$ cat src/rtl/dense_fc_mac_seq.sv
// Sequential int8 fully-connected layer: one multiply-accumulate per cycle,
// one signed ACC_W result per output neuron via a valid/ready handshake.
// Optional build macro: DENSE_FC_RELU_EN clamps negative results to zero.
module dense_fc_mac_seq #(
  parameter int IN_LEN  = 64,
  parameter int OUT_LEN = 16,
  parameter int ACC_W   = 32
) (
  input  logic                                             clk,
  input  logic                                             reset,
  input  logic                                             start,
  output logic                                             busy,
  output logic                                             done,
  output logic [$clog2(IN_LEN)-1:0]                        act_addr,
  output logic                                             act_read_enable,
  input  logic signed [7:0]                                act_data,
  output logic [$clog2(IN_LEN*OUT_LEN)-1:0]                wgt_addr,
  output logic                                             wgt_read_enable,
  input  logic signed [7:0]                                wgt_data,
  output logic                                             out_valid,
  input  logic                                             out_ready,
  output logic signed [ACC_W-1:0]                          out_data,
  output logic [((OUT_LEN > 1) ? $clog2(OUT_LEN) : 1)-1:0] out_index
);

  localparam int AW = $clog2(IN_LEN);
  localparam int WW = $clog2(IN_LEN*OUT_LEN);
  localparam int NW = (OUT_LEN > 1) ? $clog2(OUT_LEN) : 1;
  localparam logic [AW-1:0] I_LAST = AW'(IN_LEN - 1);
  localparam logic [NW-1:0] N_LAST = NW'(OUT_LEN - 1);

  typedef enum logic [1:0] {
    IDLE,
    FETCH,
    DRAIN,
    OUTPUT
  } state_e;

  state_e                   state_q, state_d;
  logic [AW-1:0]            i_q, i_d;
  logic [NW-1:0]            n_q, n_d;
  logic signed [ACC_W-1:0]  acc_q, acc_d;
  logic                     pend_q, pend_d;
  logic                     done_q, done_d;
  logic signed [15:0]       prod;
  logic                     start_ok;
  logic                     hs;

  // Shared decodes: accepted start, result handshake, current product
  always_comb begin
    start_ok = (state_q == IDLE) && start && !done_q;
    hs       = (state_q == OUTPUT) && out_ready;
    prod     = act_data * wgt_data;
  end

  // State register
  always_ff @(posedge clk) begin
    if (!reset) begin
      state_q <= IDLE;
    end else begin
      state_q <= state_d;
    end
  end

  // Next-state logic
  always_comb begin
    state_d = state_q;
    case (state_q)
      IDLE:    if (start_ok) state_d = FETCH;
      FETCH:   if (i_q == I_LAST) state_d = DRAIN;
      DRAIN:   state_d = OUTPUT;
      OUTPUT:  if (hs) state_d = (n_q == N_LAST) ? IDLE : FETCH;
      default: state_d = IDLE;
    endcase
  end

  // Outputs decoded from state and datapath registers
  always_comb begin
    busy            = (state_q != IDLE);
    done            = done_q;
    out_valid       = (state_q == OUTPUT);
    act_read_enable = (state_q == FETCH);
    wgt_read_enable = (state_q == FETCH);
    act_addr        = i_q;
    wgt_addr        = (WW'(n_q) << AW) | WW'(i_q);
    out_index       = n_q;
`ifdef DENSE_FC_RELU_EN
    out_data        = acc_q[ACC_W-1] ? '0 : acc_q;
`else
    out_data        = acc_q;
`endif
  end

  // Datapath next values: counters, accumulator, product-pending flag, done pulse
  always_comb begin
    i_d    = i_q;
    n_d    = n_q;
    acc_d  = acc_q;
    pend_d = (state_q == FETCH);
    done_d = 1'b0;
    // read data returns one cycle after its strobe, so accumulate on the delayed flag
    if (pend_q) acc_d = acc_q + ACC_W'(prod);
    case (state_q)
      IDLE: begin
        if (start_ok) begin
          acc_d = '0;
          i_d   = '0;
          n_d   = '0;
        end
      end
      FETCH: begin
        i_d = (i_q == I_LAST) ? '0 : i_q + 1'b1;
      end
      OUTPUT: begin
        if (hs) begin
          if (n_q == N_LAST) begin
            done_d = 1'b1;
          end else begin
            n_d   = n_q + 1'b1;
            acc_d = '0;
            i_d   = '0;
          end
        end
      end
      default: ;
    endcase
  end

  // Datapath registers
  always_ff @(posedge clk) begin
    if (!reset) begin
      i_q    <= '0;
      n_q    <= '0;
      acc_q  <= '0;
      pend_q <= 1'b0;
      done_q <= 1'b0;
    end else begin
      i_q    <= i_d;
      n_q    <= n_d;
      acc_q  <= acc_d;
      pend_q <= pend_d;
      done_q <= done_d;
    end
  end

endmodule

$ cat config.mk
export PLATFORM = sky130hd
export DESIGN_NAME = dense_fc_mac_seq
export DESIGN_NICKNAME = d
export VERILOG_FILES = /design/src/rtl/dense_fc_mac_seq.sv
export SDC_FILE = /design/constraint.sdc
export NUM_CORES = 1
export LEC_CHECK = 0
export ABC_CLOCK_PERIOD_IN_PS = 15550
export CAP_MARGIN = 10
export CORE_MARGIN = 2
export CORE_UTILIZATION = 45
export DETAILED_ROUTE_END_ITERATION = 10
export PLACE_DENSITY = 0.71
export SYNTH_ARGS = -nofsm -noshare
export SYNTH_HDL_FRONTEND = slang
export SYNTH_SLANG_ARGS = --single-unit
$ cat constraint.sdc
create_clock -name clk -period 15.55 [get_ports clk]
set_input_delay 3.11 -clock clk [delete_from_list [all_inputs] [get_ports clk]]
set_output_delay 3.11 -clock clk [all_outputs]
set_load 0.005 [all_outputs]
# --- After elaboration in Yosys (flattened, before gate mapping) ---
# Cells that the tools add are included.
op_classes:
  eq_ne: 9
  n_mul: 1
  n_reduce_logical: 12
  bitwise_logic: 1
  mux: 20
  add_sub_neg: 3
ops:
  columns: ["cell", "n"]
  rows:
  - ["2-to-1 mux 32 bit", 4]
  - ["case mux 32 bit (2 select lines)", 1]
  - ["adder 32 x 16 -> 32 bit", 1]
  - ["2-to-1 mux 6 bit", 4]
  - ["case mux 6 bit (3 select lines)", 1]
  - ["multiplier 8 x 8 -> 16 bit", 1]
  - ["2-to-1 mux 4 bit", 3]
  - ["OR 10 x 6 -> 10 bit", 1]
  - ["case mux 2 bit (4 select lines)", 1]
  - ["case mux 4 bit (2 select lines)", 1]
  - ["AND reduction 4 bit", 2]
  - ["adder 6 x 1 -> 6 bit (second input constant)", 1]
  - ["equality test 6 bit (second input constant)", 1]
  - ["2-to-1 mux 2 bit", 3]
  - ["AND reduction 3 bit", 2]
  - ["adder 4 x 1 -> 4 bit (second input constant)", 1]
  - ["equality test 2 bit (second input constant)", 2]
  - ["equality test 4 bit (second input constant)", 1]
  - ["!= test 2 x 1 -> 1 bit (second input constant)", 2]
  - ["!= test 2 bit (second input constant)", 2]
  - ["nonzero test 2 bit", 2]
  - ["logical AND 1 bit", 3]
  - ["nonzero test 3 bit", 1]
  - ["equality test 2 x 1 -> 1 bit (second input constant)", 1]
  - ["other kinds (3)", 4]
totals:
  reg_bits: 46
  out_inout_bits: 57
  in_bits: 20
  wordCells: 52

# --- Depth between registers and ports, before layout ---
# Gate-level depths: netlist of the first run.
depth:
  depth_word: 6
  mapped_depth: 20
  mapped_depth_nobuf: 19

# --- Worst setup path before layout of the first run ---
# No wires, ideal clock.
synth_timing:
  path_type: "input -> register"
  start: "input wgt_data[0]"
  end: "register acc_q[30] (netlist: out_data[30])"
  slack_ps: 6823
  setup_ps: 122
  stages: 17
  path_buffers: 0
  required_time_ps: 15428
  arrival_ps: 8605
  path_cell_list: "and2_1 -> inv_1 -> fa_1 -> inv_1 -> fa_1 -> fa_1 -> fa_1 -> fa_1 -> ha_1 -> a21o_1 -> a21oi_2 -> a21oi_2 -> o41ai_4 -> o21ai_2 -> a41oi_2 -> mux2i_1 -> a311o_1"
synth_between:
  elab_chain_cells: 6
  word_cells_on_any_way: 7
  cone_classes: "add/sub (1); mul (1); mux (5)"
synth_lines:
  columns: ["element", "line_no", "source"]
  rows:
  - ["start, declared", "19", "input logic signed [7:0] wgt_data,"]
  - ["multiplier 8 x 8 -> 16 bit *", "53", "prod = act_data * wgt_data;"]
  - ["adder 32 x 16 -> 32 bit *", "102", "if (pend_q) acc_d = acc_q + ACC_W'(prod);"]
  - ["2-to-1 mux 32 bit *", "102", null]
  - ["2-to-1 mux 32 bit", "116", "if (n_q == N_LAST) begin"]
  - ["2-to-1 mux 32 bit", "115", "if (hs) begin"]
  - ["case mux 32 bit (2 select lines) *", "103", "case (state_q)"]
  - ["end signal, assigned", "134", "acc_q <= '0;"]
  - ["end signal, assigned", "140", "acc_q <= acc_d;"]
  - ["end, declared", "42", "logic signed [ACC_W-1:0] acc_q, acc_d;"]
# Every way passes the cells marked *; elsewhere a longest branch is shown, timed or not.
# A chain may end at the register's enable or synchronous reset.

# --- Worst setup path after layout of the first run ---
layout_timing:
  start: "input act_data[7]"
  end: "register acc_q[29] (netlist: out_data[29])"
layout_between:
  elab_chain_cells: 6
  word_cells_on_any_way: 7
  cone_classes: "add/sub (1); mul (1); mux (5)"
layout_lines:
  columns: ["element", "line_no", "source"]
  rows:
  - ["start, declared", "16", "input logic signed [7:0] act_data,"]
  - ["multiplier 8 x 8 -> 16 bit *", "53", null]
  - ["adder 32 x 16 -> 32 bit *", "102", null]
  - ["2-to-1 mux 32 bit *", "102", null]
  - ["2-to-1 mux 32 bit", "116", null]
  - ["2-to-1 mux 32 bit", "115", null]
  - ["case mux 32 bit (2 select lines) *", "103", null]
# Marked as above.

==> results of run 1 <==
==> kinds of logic after synthesis <==
kind of cell / after synthesis / share of synthesized area [%]
fa+ha+maj: 212 / 50.4
simple gates: 187 / 12.4
compound gates: 121 / 11.4
xor+xnor: 31 / 3.72
flops: 46 / 12.6
mux: 18 / 2.47
buf+inv: 126 / 7.07
==> state kept, by name (all words and copies together) (netlist names) <==
signal	count
act_addr	6
done	1
out_data	32
out_index	4
pend_q	1
state_q	2
==> layout by cell type, fill, tap and decap left out, types with 5 or more instances in the layout <==
| cell type | Yosys | routed |
|---|---|---|
| fa_1 | 136 | 136 |
| inv_1 | 98 | 98 |
| ha_1 | 76 | 76 |
| clkdlybuf4s50_1 | 0 | 76 |
| nand2_1 | 55 | 55 |
| nor2_1 | 50 | 50 |
| dfxtp_1 | 46 | 46 |
| and2_1 | 34 | 33 |
| a21oi_1 | 31 | 31 |
| xnor2_1 | 18 | 18 |
| mux2i_1 | 18 | 18 |
| o21ai_0 | 17 | 16 |
| a21o_1 | 13 | 13 |
| xor2_1 | 13 | 13 |
| nand4_1 | 12 | 12 |
| nand3_1 | 10 | 10 |
| a211oi_1 | 7 | 7 |
| o21ai_1 | 6 | 6 |
| o21a_1 | 6 | 6 |
| o21bai_1 | 5 | 5 |
| nor2b_1 | 5 | 5 |
| clkbuf_16 | 0 | 5 |
==> routing by layer <==
metal | share of wire [%] | up-vias
met1 | 47 | 2599
met5 | 0 | -
met4 | 1.3 | 0
li1 | - | 2551
met2 | 48 | 98
met3 | 4.1 | 15
==> final cells by class <==
| type | count | area (µm²) |
|---|---|---|
| Clock buffer | 5 | 125 |
| Fill cell | 1480 | 7530 |
| Clock inverter | 3 | 21.3 |
| Tap cell | 216 | 270 |
| Sequential cell | 46 | 921 |
| Multi-Input combinational cell | 569 | 5860 |
| Timing Repair Buffer | 79 | 783 |
| Inverter | 100 | 375 |
==> metrics by stage <==
stage               cells  hold slack, ps
floorplan             741             467
global placement     1010             511
detailed placement   1010             509
CTS                  1018             526
global route         1018             562
finish               1018             513
==> critical path: cells and delay by family <==
| kind | cells | cell delay (ps) |
|---|---|---|
| buf+inv | 3 | 800 |
| fa+ha+maj | 6 | 2790 |
| compound gates | 6 | 1130 |
| simple gates | 3 | 1430 |
==> worst paths after layout <==
path                              startpoint      endpoint  slack [ps]  cells past startpoint
worst max register to register   out_data[6]  out_data[29]       10380                     18
worst min register to register  out_data[27]  out_data[27]         510                      2
worst min-delay path            out_data[27]  out_data[27]         510                      2
worst max-delay path             act_data[7]  out_data[29]        6490                     18
==> results_dict.tcl, run 1 <==
set metrics [dict create \
    start_kind "input pin" \
    period_needed_ps 9060 \
    ys_async_sr_fraction_pct 0 \
    gp_congestion 0.884 \
    finalHoldViolations 0 \
    wl_per_cell_um 15.3 \
    slowest_delay_ps 840 \
    route.antenna.remaining_nets 0 \
    drc 0 \
    synthesis.nets 973 \
    use_met1_pct 27.3 \
    syn_inst 741 \
    worst_pin_slew_ps 959 \
    min_period_over_period_pct 58.3 \
    nets 1033 \
    setup_viol 0 \
    relSlewSlack_pct 36.1 \
    dpl_cell_area_mm2 0.00821 \
    yosys-top-cells-count "fa_1, inv_1, ha_1" \
    syn_to_final_growth_pct 14.6 \
    first_iter_violations 188 \
    synthTopCellsByArea "fa_1, ha_1, dfxtp_1" \
    vias 5263 \
    clock_path_buffers 2 \
    wirelength_um 15500 \
    maxCapViolCount 0 \
    die_w_um 131 \
    ys_warn_count 0 \
    arrival_ps 9280 \
    synth_top_area_share_pct 37.3 \
    grt_busiest_layer "met2" \
    required_ps 15770 \
    ys_ff_latch 46 \
    final_core_util_pct 52.6 \
    vias_per_cell 5.17 \
    top_level_ports 77 \
    worstPathCellList "clkdlybuf4s50_1, and2_2, inv_1, fa_1, inv_1, fa_1, fa_1, fa_1, fa_1, ha_1, o21ai_1, o21bai_1, a21oi_1, o41a_1, nand2_1, a41oi_1, or4_1, o211ai_1" \
    ys_seq_area_share_pct 12.6 \
    place_ws_ps 6150 \
    crit_type "input pin to register" \
    finClkSkew_ps 10.2 \
    maxSlewViolCount 0 \
    antenna_found_initial 0 \
    fmax_mhz 110 \
    rows 46 \
    synth_most_common_cell "fa_1" \
    start_util_pct 45.9 \
    fp.dieH_um 131 \
    clk_latency_ps 300 \
    syn_avg_cell_area_um2 9.84 \
    cts_resized 0 \
    stdcell_area_mm2 0.00836 \
    core-area_mm2 0.0159 \
    antenna_cells 0 \
    slowest_stage "and2_2" \
    synth-edff-count 0 \
    dp_hpwl_um 12700 \
    status "finished, final reports clean" \
    synth_cell_types 54 \
    cts_tree "built" \
    grt_max_degree 34 \
    clkTransAtPathRegs_ps 70 \
    rsz0062_at_grt "no" \
    postCtsSetupRepairBufs 0 \
    track_usage_pct 19.4 \
    cp_common_cell "fa_1" \
    hold_buffers 0 \
    crit_fanout 25 \
    firstDrtPassIters 4 \
    syn_area_mm2 0.00729 \
    ctsHtreeMaxLevel 2 \
    grt_pass1_vias 5656 \
    hold_path.class "register to register" \
    grt_overflow 0 \
    ys.flop_type "dfxtp_1" \
    clock-sinks 46 \
    layout_setup_ws_ps 6490 \
    grt_pass1_wl_um 27800 \
    use_met3_pct 2.08 \
    yosysTopAreaCell "fa_1" \
    die_area_mm2 0.0172 \
    worstSetupEndpointType "register" \
    cts_made_buffers 5 \
    clock-root-buffer "clkbuf_16" \
    port_buffers 76 \
    fin_setup_tns_ps 0 \
    use_met2_pct 32.7 \
    drive_above_1_share_pct 2.74 \
]
Power of run 1 is left out: the tool's default activity adds up to more than one toggle a clock period on the data nets, which glitch-free logic cannot reach.
==> run 2: changes to the inputs <==
--- a/config.mk
+++ b/config.mk
@@ -5,12 +5,12 @@
 export SDC_FILE = /design/constraint.sdc
 export NUM_CORES = 1
 export LEC_CHECK = 0
-export ABC_CLOCK_PERIOD_IN_PS = 15550
+export ABC_CLOCK_PERIOD_IN_PS = 7550
 export CAP_MARGIN = 10
 export CORE_MARGIN = 2
 export CORE_UTILIZATION = 45
 export DETAILED_ROUTE_END_ITERATION = 10
-export PLACE_DENSITY = 0.71
+export PLACE_DENSITY = 0.73
 export SYNTH_ARGS = -nofsm -noshare
 export SYNTH_HDL_FRONTEND = slang
 export SYNTH_SLANG_ARGS = --single-unit
==> constraint.sdc (replaced) <==
create_clock -name clk -period 7.55 [get_ports clk]
set_input_delay 1.51 -clock clk [delete_from_list [all_inputs] [get_ports clk]]
set_output_delay 1.51 -clock clk [all_outputs]
set_load 0.005 [all_outputs]
==> run 2 against run 1 <==
Effect of this change:
- hold slack gained 5.5 ps
- critical path depth down 2
- cell count grew 1.1%
- via count grew 3.0%
- first-iteration DRC count is 14% lower
- sequential share of layout area is 0.13 points lower
- count of clock-buffer cells in the layout is the same
- register-to-register slack got worse by 8100 ps
==> results_dict.tcl, run 2 (synthesized netlist as in run 1, its figures left out) <==
set metrics [dict create \
    grt_max_degree 34 \
    endpoint "out_data[30]" \
    fin_setup_tns_ps 0 \
    slowest_stage "clkdlybuf4s50_1" \
    cts_resized 0 \
    start_kind "input pin" \
    required_ps 7730 \
    drc 0 \
    antenna_found_initial 0 \
    vias_per_cell 5.27 \
    rows 46 \
    gp_congestion 0.864 \
    clock-root-buffer "clkbuf_16" \
    clk_latency_ps 290 \
    layout.cells.non_filler 1029 \
    vias 5421 \
    ctsHtreeMaxLevel 2 \
    port_buffers 76 \
    clock_path_buffers 2 \
    cts_tree "built" \
    period_needed_ps 7000 \
    cts_made_buffers 5 \
    wirelength_um 16500 \
    grt_pass1_wl_um 29100 \
    worstPathCellList "clkdlybuf4s50_1, and2_1, fa_1, fa_1, fa_1, fa_1, ha_1, ha_1, a21o_1, a21oi_2, a21oi_2, o41ai_4, o21ai_2, a41oi_2, mux2i_1, a311o_1" \
    mostFrequentLayoutCells "fa_1, inv_1, ha_1, clkdlybuf4s50_1, nand2_1" \
    first_iter_violations 161 \
    hold_path.class "register to register" \
    placed_cells 1021 \
    clkTransAtPathRegs_ps 70 \
    wl_per_cell_um 16.0 \
    final_core_util_pct 53.2 \
    r2r.worst_path.cells 18 \
    start_util_pct 45.9 \
    nets 1044 \
    slowest_delay_ps 630 \
    dp_hpwl_um 13600 \
    route.antenna.remaining_nets 0 \
    r2r_end "out_data[30]" \
    startpoint "act_data[7]" \
    worst_pin_slew_ps 628 \
    drive_above_1_share_pct 4.06 \
    seq_area_um2 921 \
    relSlewSlack_pct 57.9 \
    status "finished, final reports clean" \
    min_period_over_period_pct 92.8 \
    rr_startpoint "out_data[6]" \
    grt_pass1_vias 5915 \
    die_area_mm2 0.0172 \
    maxSlewViolCount 0 \
    layout_setup_ws_ps 547 \
    r2r_slack_ps 2310 \
    setup_viol 0 \
    crit_fanout 9 \
    clock-sinks 46 \
    finClkSkew_ps 4.75 \
    grt_overflow 0 \
    antenna_cells 0 \
    top_level_ports 77 \
    arrival_ps 7190 \
    hold_buffers 0 \
    postCtsSetupRepairBufs 0 \
    largest_reg_flops 32 \
    fmax_mhz 143 \
    core-area_mm2 0.0159 \
    syn_to_final_growth_pct 15.9 \
    fp.dieH_um 131 \
    firstDrtPassIters 4 \
    fillCellCount 1501 \
    cp_common_cell "fa_1" \
    multi_input_area_mm2 0.00586 \
    die_w_um 131 \
    maxCapViolCount 0 \
    rsz0062_at_grt "no" \
    track_usage_pct 20.4 \
    worstSetupEndpointType "register" \
    finalHoldViolations 0 \
    crit_type "input pin to register" \
    layout_commonest_cell "fa_1" \
    place_ws_ps 269 \
]
## run 2: metal layers
metal,global-route usage (%),routed length [µm]
met1,27.6,7500
met2,35.6,8160
met3,2.51,629
met4,4.11,191
met5,0,0
## run 2: worst min-delay path by stage
stage / startpoint / endpoint / slack, ps / depth (start not counted)
floorplan: out_data[31] / out_data[31] / 470 / 2
global placement: act_addr[5] / act_addr[5] / 510 / 2
detailed placement: out_data[27] / out_data[27] / 510 / 2
CTS: out_data[27] / out_data[27] / 520 / 2
global route: out_data[27] / out_data[27] / 560 / 2
finish: act_addr[5] / act_addr[5] / 520 / 2
## run 2: area by class of cell
class | instances | share of cell area (%)
clock buffers | 5 | 1.48
clock inverters | 3 | 0.281
inverters | 100 | 4.44
multi-input cells | 569 | 69.3
flip-flops and latches | 46 | 10.9
well taps | 216 | 3.20
repair buffers | 90 | 10.4
## run 2: metrics by stage
step	hold WS [ps]	area [µm²]
2_1_floorplan	467	7290
3_3_place_gp	510	8310
3_5_place_dp	509	8310
4_1_cts	522	8450
5_1_grt	564	8450
6_report	519	8450
## run 2: worst max-delay path, delay by kind of cell
| kind | cells | cell delay [ps] |
|---|---|---|
| buffers and inverters | 1 | 630 |
| AO/OA/AOI/OAI | 7 | 1690 |
| multiplexers | 1 | 100 |
| adder cells (fa/ha/maj) | 6 | 2700 |
| AND/OR/NAND/NOR | 1 | 550 |
Power of run 2 is left out for the same reason.
